### config.mk
export PLATFORM = sky130hd
export DESIGN_NAME = regfile_multiport
export DESIGN_NICKNAME = d
export VERILOG_FILES = /design/src/rtl/regfile_multiport.sv
export SDC_FILE = /design/constraint.sdc
export NUM_CORES = 2
export LEC_CHECK = 0
export BUFFER_PORTS_ARGS = -buffer_cell sky130_fd_sc_hd__buf_2
export CAP_MARGIN = 25
export CORE_MARGIN = 1
export CORE_UTILIZATION = 51
export DETAILED_ROUTE_END_ITERATION = 10
export HOLD_SLACK_MARGIN = 0.12
export PLACE_DENSITY = 0.67
export SLEW_MARGIN = 10
export SYNTH_ARGS = -nofsm -noshare
export SYNTH_HDL_FRONTEND = slang
export SYNTH_SLANG_ARGS = --single-unit
### constraint.sdc
create_clock -name Clk -period 2.3 [get_ports Clk]
set_clock_uncertainty 0.15 [all_clocks]
set_input_delay 0.115 -clock Clk [delete_from_list [all_inputs] [get_ports Clk]]
set_output_delay 0.115 -clock Clk [all_outputs]
set_load 0.02 [all_outputs]
### src/rtl/regfile_multiport.sv
// Clocked multi-port register file: one write port and NUM_READ registered read ports,
// with an optional hardwired zero register and selectable write-first/read-first collisions.
module regfile_multiport #(
    parameter int unsigned DATA_WIDTH = 32,
    parameter int unsigned ADDR_WIDTH = 5,
    parameter int unsigned DEPTH      = 32,
    parameter int unsigned NUM_READ   = 2,
    parameter int unsigned ZERO_REG   = 1,
    parameter int unsigned BYPASS     = 1
) (
    input  logic                           Clk,
    input  logic                           Reset_n,
    input  logic                           WriteEn,
    input  logic [ADDR_WIDTH-1:0]          WriteAddr,
    input  logic [DATA_WIDTH-1:0]          WriteData,
    input  logic [NUM_READ-1:0]            ReadEn,
    input  logic [NUM_READ*ADDR_WIDTH-1:0] ReadAddr,
    output logic [NUM_READ*DATA_WIDTH-1:0] ReadData,
    output logic [NUM_READ-1:0]            ReadValid,
    output logic                           WriteErr
);

    localparam int unsigned         IDX_W   = (DEPTH > 1) ? $clog2(DEPTH) : 1;
    localparam logic [ADDR_WIDTH:0] DEPTH_L = (ADDR_WIDTH + 1)'(DEPTH);
    localparam bit                  ZERO_EN = (ZERO_REG != 0);
    localparam bit                  FWD_EN  = (BYPASS != 0);

    logic [DATA_WIDTH-1:0] mem_q     [DEPTH];
    logic [DATA_WIDTH-1:0] rd_data_q [NUM_READ];
    logic [DATA_WIDTH-1:0] rd_data_d [NUM_READ];
    logic [DATA_WIDTH-1:0] rd_word_c [NUM_READ];
    logic [NUM_READ-1:0]   rd_valid_q;
    logic [NUM_READ-1:0]   rd_valid_d;
    logic                  wr_err_q;
    logic                  wr_err_d;

    logic                  wr_in_range_c;
    logic                  wr_zero_c;
    logic                  wr_ok_c;
    logic [IDX_W-1:0]      wr_idx_c;

    // Write decode: only implemented, non-zero-register addresses commit.
    always_comb begin
        wr_in_range_c = ({1'b0, WriteAddr} < DEPTH_L);
        wr_zero_c     = ZERO_EN && (WriteAddr == '0);
        wr_ok_c       = WriteEn && wr_in_range_c && !wr_zero_c;
        wr_err_d      = WriteEn && !wr_in_range_c;
        wr_idx_c      = IDX_W'(WriteAddr);
    end

    // Per-port read value selection and output packing.
    for (genvar g = 0; g < NUM_READ; g++) begin : g_rd
        logic [ADDR_WIDTH-1:0] addr_c;
        logic                  zero_c;
        logic                  oor_c;
        logic                  fwd_c;

        assign addr_c = ReadAddr[g*ADDR_WIDTH +: ADDR_WIDTH];
        assign zero_c = ZERO_EN && (addr_c == '0);
        assign oor_c  = !({1'b0, addr_c} < DEPTH_L);
        // A dropped write never forwards: zero/out-of-range reads win first.
        assign fwd_c  = FWD_EN && WriteEn && (WriteAddr == addr_c);

        assign rd_word_c[g] = (zero_c || oor_c) ? '0 :
                              fwd_c             ? WriteData :
                                                  mem_q[IDX_W'(addr_c)];

        assign ReadData[g*DATA_WIDTH +: DATA_WIDTH] = rd_data_q[g];
    end

    always_comb begin
        rd_valid_d = ReadEn;
        rd_data_d  = rd_data_q;
        for (int i = 0; i < int'(NUM_READ); i++) begin
            if (ReadEn[i]) begin
                rd_data_d[i] = rd_word_c[i];
            end
        end
    end

    always_ff @(posedge Clk or negedge Reset_n) begin
        if (!Reset_n) begin
            for (int i = 0; i < int'(DEPTH); i++) begin
                mem_q[i] <= '0;
            end
            for (int i = 0; i < int'(NUM_READ); i++) begin
                rd_data_q[i] <= '0;
            end
            rd_valid_q <= '0;
            wr_err_q   <= 1'b0;
        end else begin
            if (wr_ok_c) begin
                mem_q[wr_idx_c] <= WriteData;
            end
            rd_data_q  <= rd_data_d;
            rd_valid_q <= rd_valid_d;
            wr_err_q   <= wr_err_d;
        end
    end

    assign ReadValid = rd_valid_q;
    assign WriteErr  = wr_err_q;

endmodule

==> results.json <==
{
  "via_count": 37810,
  "fill_cells": 8613,
  "cts_tree": "built",
  "cp_slowest_cell": "dlygate4sd3_1",
  "maxCapViolCount": 0,
  "rows": 122,
  "crit_path_start_kind": "primary input",
  "numCtsBuffers": 117,
  "hold_start": "ReadAddr[2]",
  "reg2reg_depth": 4,
  "syn_inst": 3899,
  "antenna_found_initial": 6,
  "drc": 0,
  "dp_cells": 5376,
  "drive_gt1_frac": 0.491,
  "grt_use_total": 0.319,
  "post-place-ws_ns": -0.133,
  "critPathTopFamily": "buffers and inverters",
  "rsz0062_at_grt": "no",
  "p_leak_nw": 29.0,
  "post_cts_buffers": 0,
  "design_area_um2": 66200,
  "hold_viol": 0,
  "detail-route-antenna-nets": 0,
  "slowest_delay_ns": 0.52,
  "clock_latency_ns": 0.72,
  "place.gp.congestion": 0.866,
  "async_flop_share": 1.00,
  "setup_ws_ns": 0.0790,
  "setup_violations": 0,
  "netlist_area_um2": 56800,
  "io_pins": 119,
  "start_util": 0.514,
  "vdd_drop_max_mv": 0.738,
  "regToRegSetupSlack_ns": 0.26,
  "first_pass_iters": 7,
  "grt_pass1_wl_mm": 265,
  "end_kind": "flop",
  "crit_arrival_ns": 2.71,
  "area.growth.synth_to_final_pct": 16.5,
  "fmax_ghz": 0.450,
  "drt_iter0_drc": 3175,
  "holdPathStages": 6,
  "min_path_type": "primary input to flop",
  "powerDensity_nw_per_um2": 839,
  "wl_per_cell_um": 31.2,
  "fin_crit_ns": 2.22,
  "cts.sinks": 1090,
  "synthFlopType": "dfrtp_1",
  "grt_max_degree": 95,
  "fin_setup_tns_ns": 0,
  "final.period_utilization": 0.966,
  "core_area_um2": 111000,
  "critPathBufInv": 5,
  "htree_levels": 3,
  "portBuffers": 117,
  "syn-num-nets": 3951,
  "clock_path_buffers": 3,
  "overflow": 0,
  "whs_ns": 0.171,
  "holdPathEnd": "ReadData[8]",
  "viasPerCell": 6.71,
  "die_y_um": 336,
  "die_x_um": 336,
  "instances_no_fill": 5636,
  "cp_cell_sequence": "dlygate4sd3_1 -> buf_2 -> buf_4 -> and2_4 -> buf_12 -> a221oi_1 -> o21ai_0 -> buf_4 -> a21oi_1 -> a2111o_1",
  "yosysWarningCount": 0,
  "path_common_cell": "buf_4",
  "rr_startpoint": "mem_q[24]",
  "synth_edf_count": 0,
  "fin_nets": 4103,
  "die_area_um2": 113000,
  "synth_seq_area_share": 0.480,
  "cp.required_ns": 2.79,
  "grt_pass1_vias": 39668,
  "postRouteWirelength_mm": 176,
  "maxSlewHeadroom": 0.425,
  "clkTransAtPathRegs_ns": 0.06,
  "path_max_fanout": 11,
  "yosys_register_bits": 1090,
  "ys_types": 34,
  "placed_cell_area_um2": 62000,
  "dpl.hpwl_mm": 114,
  "tightest_slew_ns": 0.860,
  "cts_root_buffer": "clkbuf_16",
  "r2r_end": "ReadData[56]",
  "drv_slew": 0,
  "setup.worst_path.class": "primary input to flop",
  "synth.avg_cell_area_um2": 14.6,
  "status": "finished clean"
}
-- state kept, by name, summed over array words and instances, names as in the netlist --
signal / count
ReadValid: 2
ReadData: 64
mem_q: 1024
-- synth_stat cells (8+ instances only) --
cell type,n,area [um^2]
buf_6,8,90.1
a2111o_1,64,721
dfrtp_1,1090,27300
buf_4,32,240
xnor2_1,10,87.6
nor2b_1,68,425
buf_1,58,218
mux2i_1,256,2560
clkbuf_1,271,1020
a21oi_1,128,641
o21ai_0,66,330
a22oi_1,192,1440
nand2_1,18,67.6
mux2_2,984,11100
mux4_2,384,8650
mux2_1,8,90.1
nor2_1,21,78.8
a221oi_1,128,1120
buf_2,77,385
-- cells by family after synthesis --
family | Yosys count | synth area share
other | 1 | 0.0000661
AOI/OAI and AO/OA | 584 | 0.0761
muxes | 1632 | 0.394
DFF | 1090 | 0.480
and+or+nand+nor | 132 | 0.0130
buffers and inverters | 450 | 0.0346
xor gates and xnor gates | 10 | 0.00154
-- layer usage --
| metal | global-route usage | up-vias | wire (um) |
|---|---|---|---|
| met5 | 0 | - | 23 |
| met4 | 0.131 | 4 | 7750 |
| met3 | 0.0598 | 449 | 12900 |
| met2 | 0.510 | 1550 | 83800 |
| met1 | 0.429 | 20300 | 71400 |
| li1 | - | 15507 | - |
-- worst max path at each step --
stage	slack, ns	to	cells past startpoint	from
after floorplan	0.19	ReadData[32]	7	ReadAddr[7]
after global placement	-0.16	ReadData[50]	9	ReadAddr[5]
after detailed placement	-0.13	ReadData[50]	9	ReadAddr[5]
after CTS	0.18	ReadData[52]	9	ReadAddr[6]
after global routing	0.04	ReadData[52]	9	ReadAddr[6]
final	0.08	ReadData[50]	10	ReadAddr[6]
-- power by group --
group	total [mW]	switching, mW	leakage, nW	internal [mW]
Sequential	25.6	2.78	14.0	22.8
Clock	18.6	7.99	1.86	10.6
Combinational	11.3	4.62	13.2	6.64
Total	55.5	15.4	29.0	40.1
-- repair_timing --
item                                    CTS  global route
resized for setup                         0             0
hold buffers                             44             0
endpoints found under the hold margin  2148             0
-- placed cells by master, fill, tap and decap left out, types with 3 or more instances in the layout --
cell type / netlist / layout
dfrtp_1: 1090 / 1090
mux2_2: 984 / 984
mux4_2: 384 / 384
mux2i_1: 256 / 256
a22oi_1: 192 / 192
buf_4: 32 / 160
buf_12: 0 / 159
a221oi_1: 128 / 128
a21oi_1: 128 / 128
clkbuf_16: 0 / 120
buf_2: 77 / 112
o21ai_0: 66 / 66
nor2b_1: 68 / 64
a2111o_1: 64 / 64
dlygate4sd3_1: 0 / 43
clkbuf_1: 271 / 34
clkinv_2: 0 / 27
nor2_4: 0 / 20
clkbuf_8: 0 / 20
nand2_2: 0 / 15
xnor2_1: 10 / 10
mux2_1: 8 / 8
buf_8: 0 / 5
nor2b_4: 0 / 4
o211ai_4: 0 / 4
nand3b_1: 4 / 4
nor3b_1: 4 / 4
bufinv_16: 0 / 4
diode_2: 0 / 3
nand2_1: 18 / 3
inv_6: 0 / 3
clkinvlp_4: 0 / 3
-- through the flow --
| stage | total power, mW | util |
|---|---|---|
| floorplan | 33.0 | - |
| global placement | 36.5 | 0.561 |
| detailed placement | 37.0 | 0.561 |
| CTS | 55.7 | 0.599 |
| global route | 57.8 | 0.599 |
| finish | 55.5 | 0.599 |
-- tightest hold or removal path: cells and delay by family --
kind / cells / cell delay [ns]
buf+inv: 2 / 0.34
compound gates: 3 / 0.34
mux: 1 / 0.19
-- area by class of cell --
type	instances	area, um^2	area share
clock inverters	39	340	0.00514
repair buffers	479	5450	0.0824
inverters	4	15.0	0.000227
well taps	1488	1860	0.0281
multi-input cells	2359	27800	0.420
clock buffers	174	3410	0.0515
diodes	3	7.51	0.000113
flip-flops and latches	1090	27300	0.412
Power figures use the tool's default switching activity.
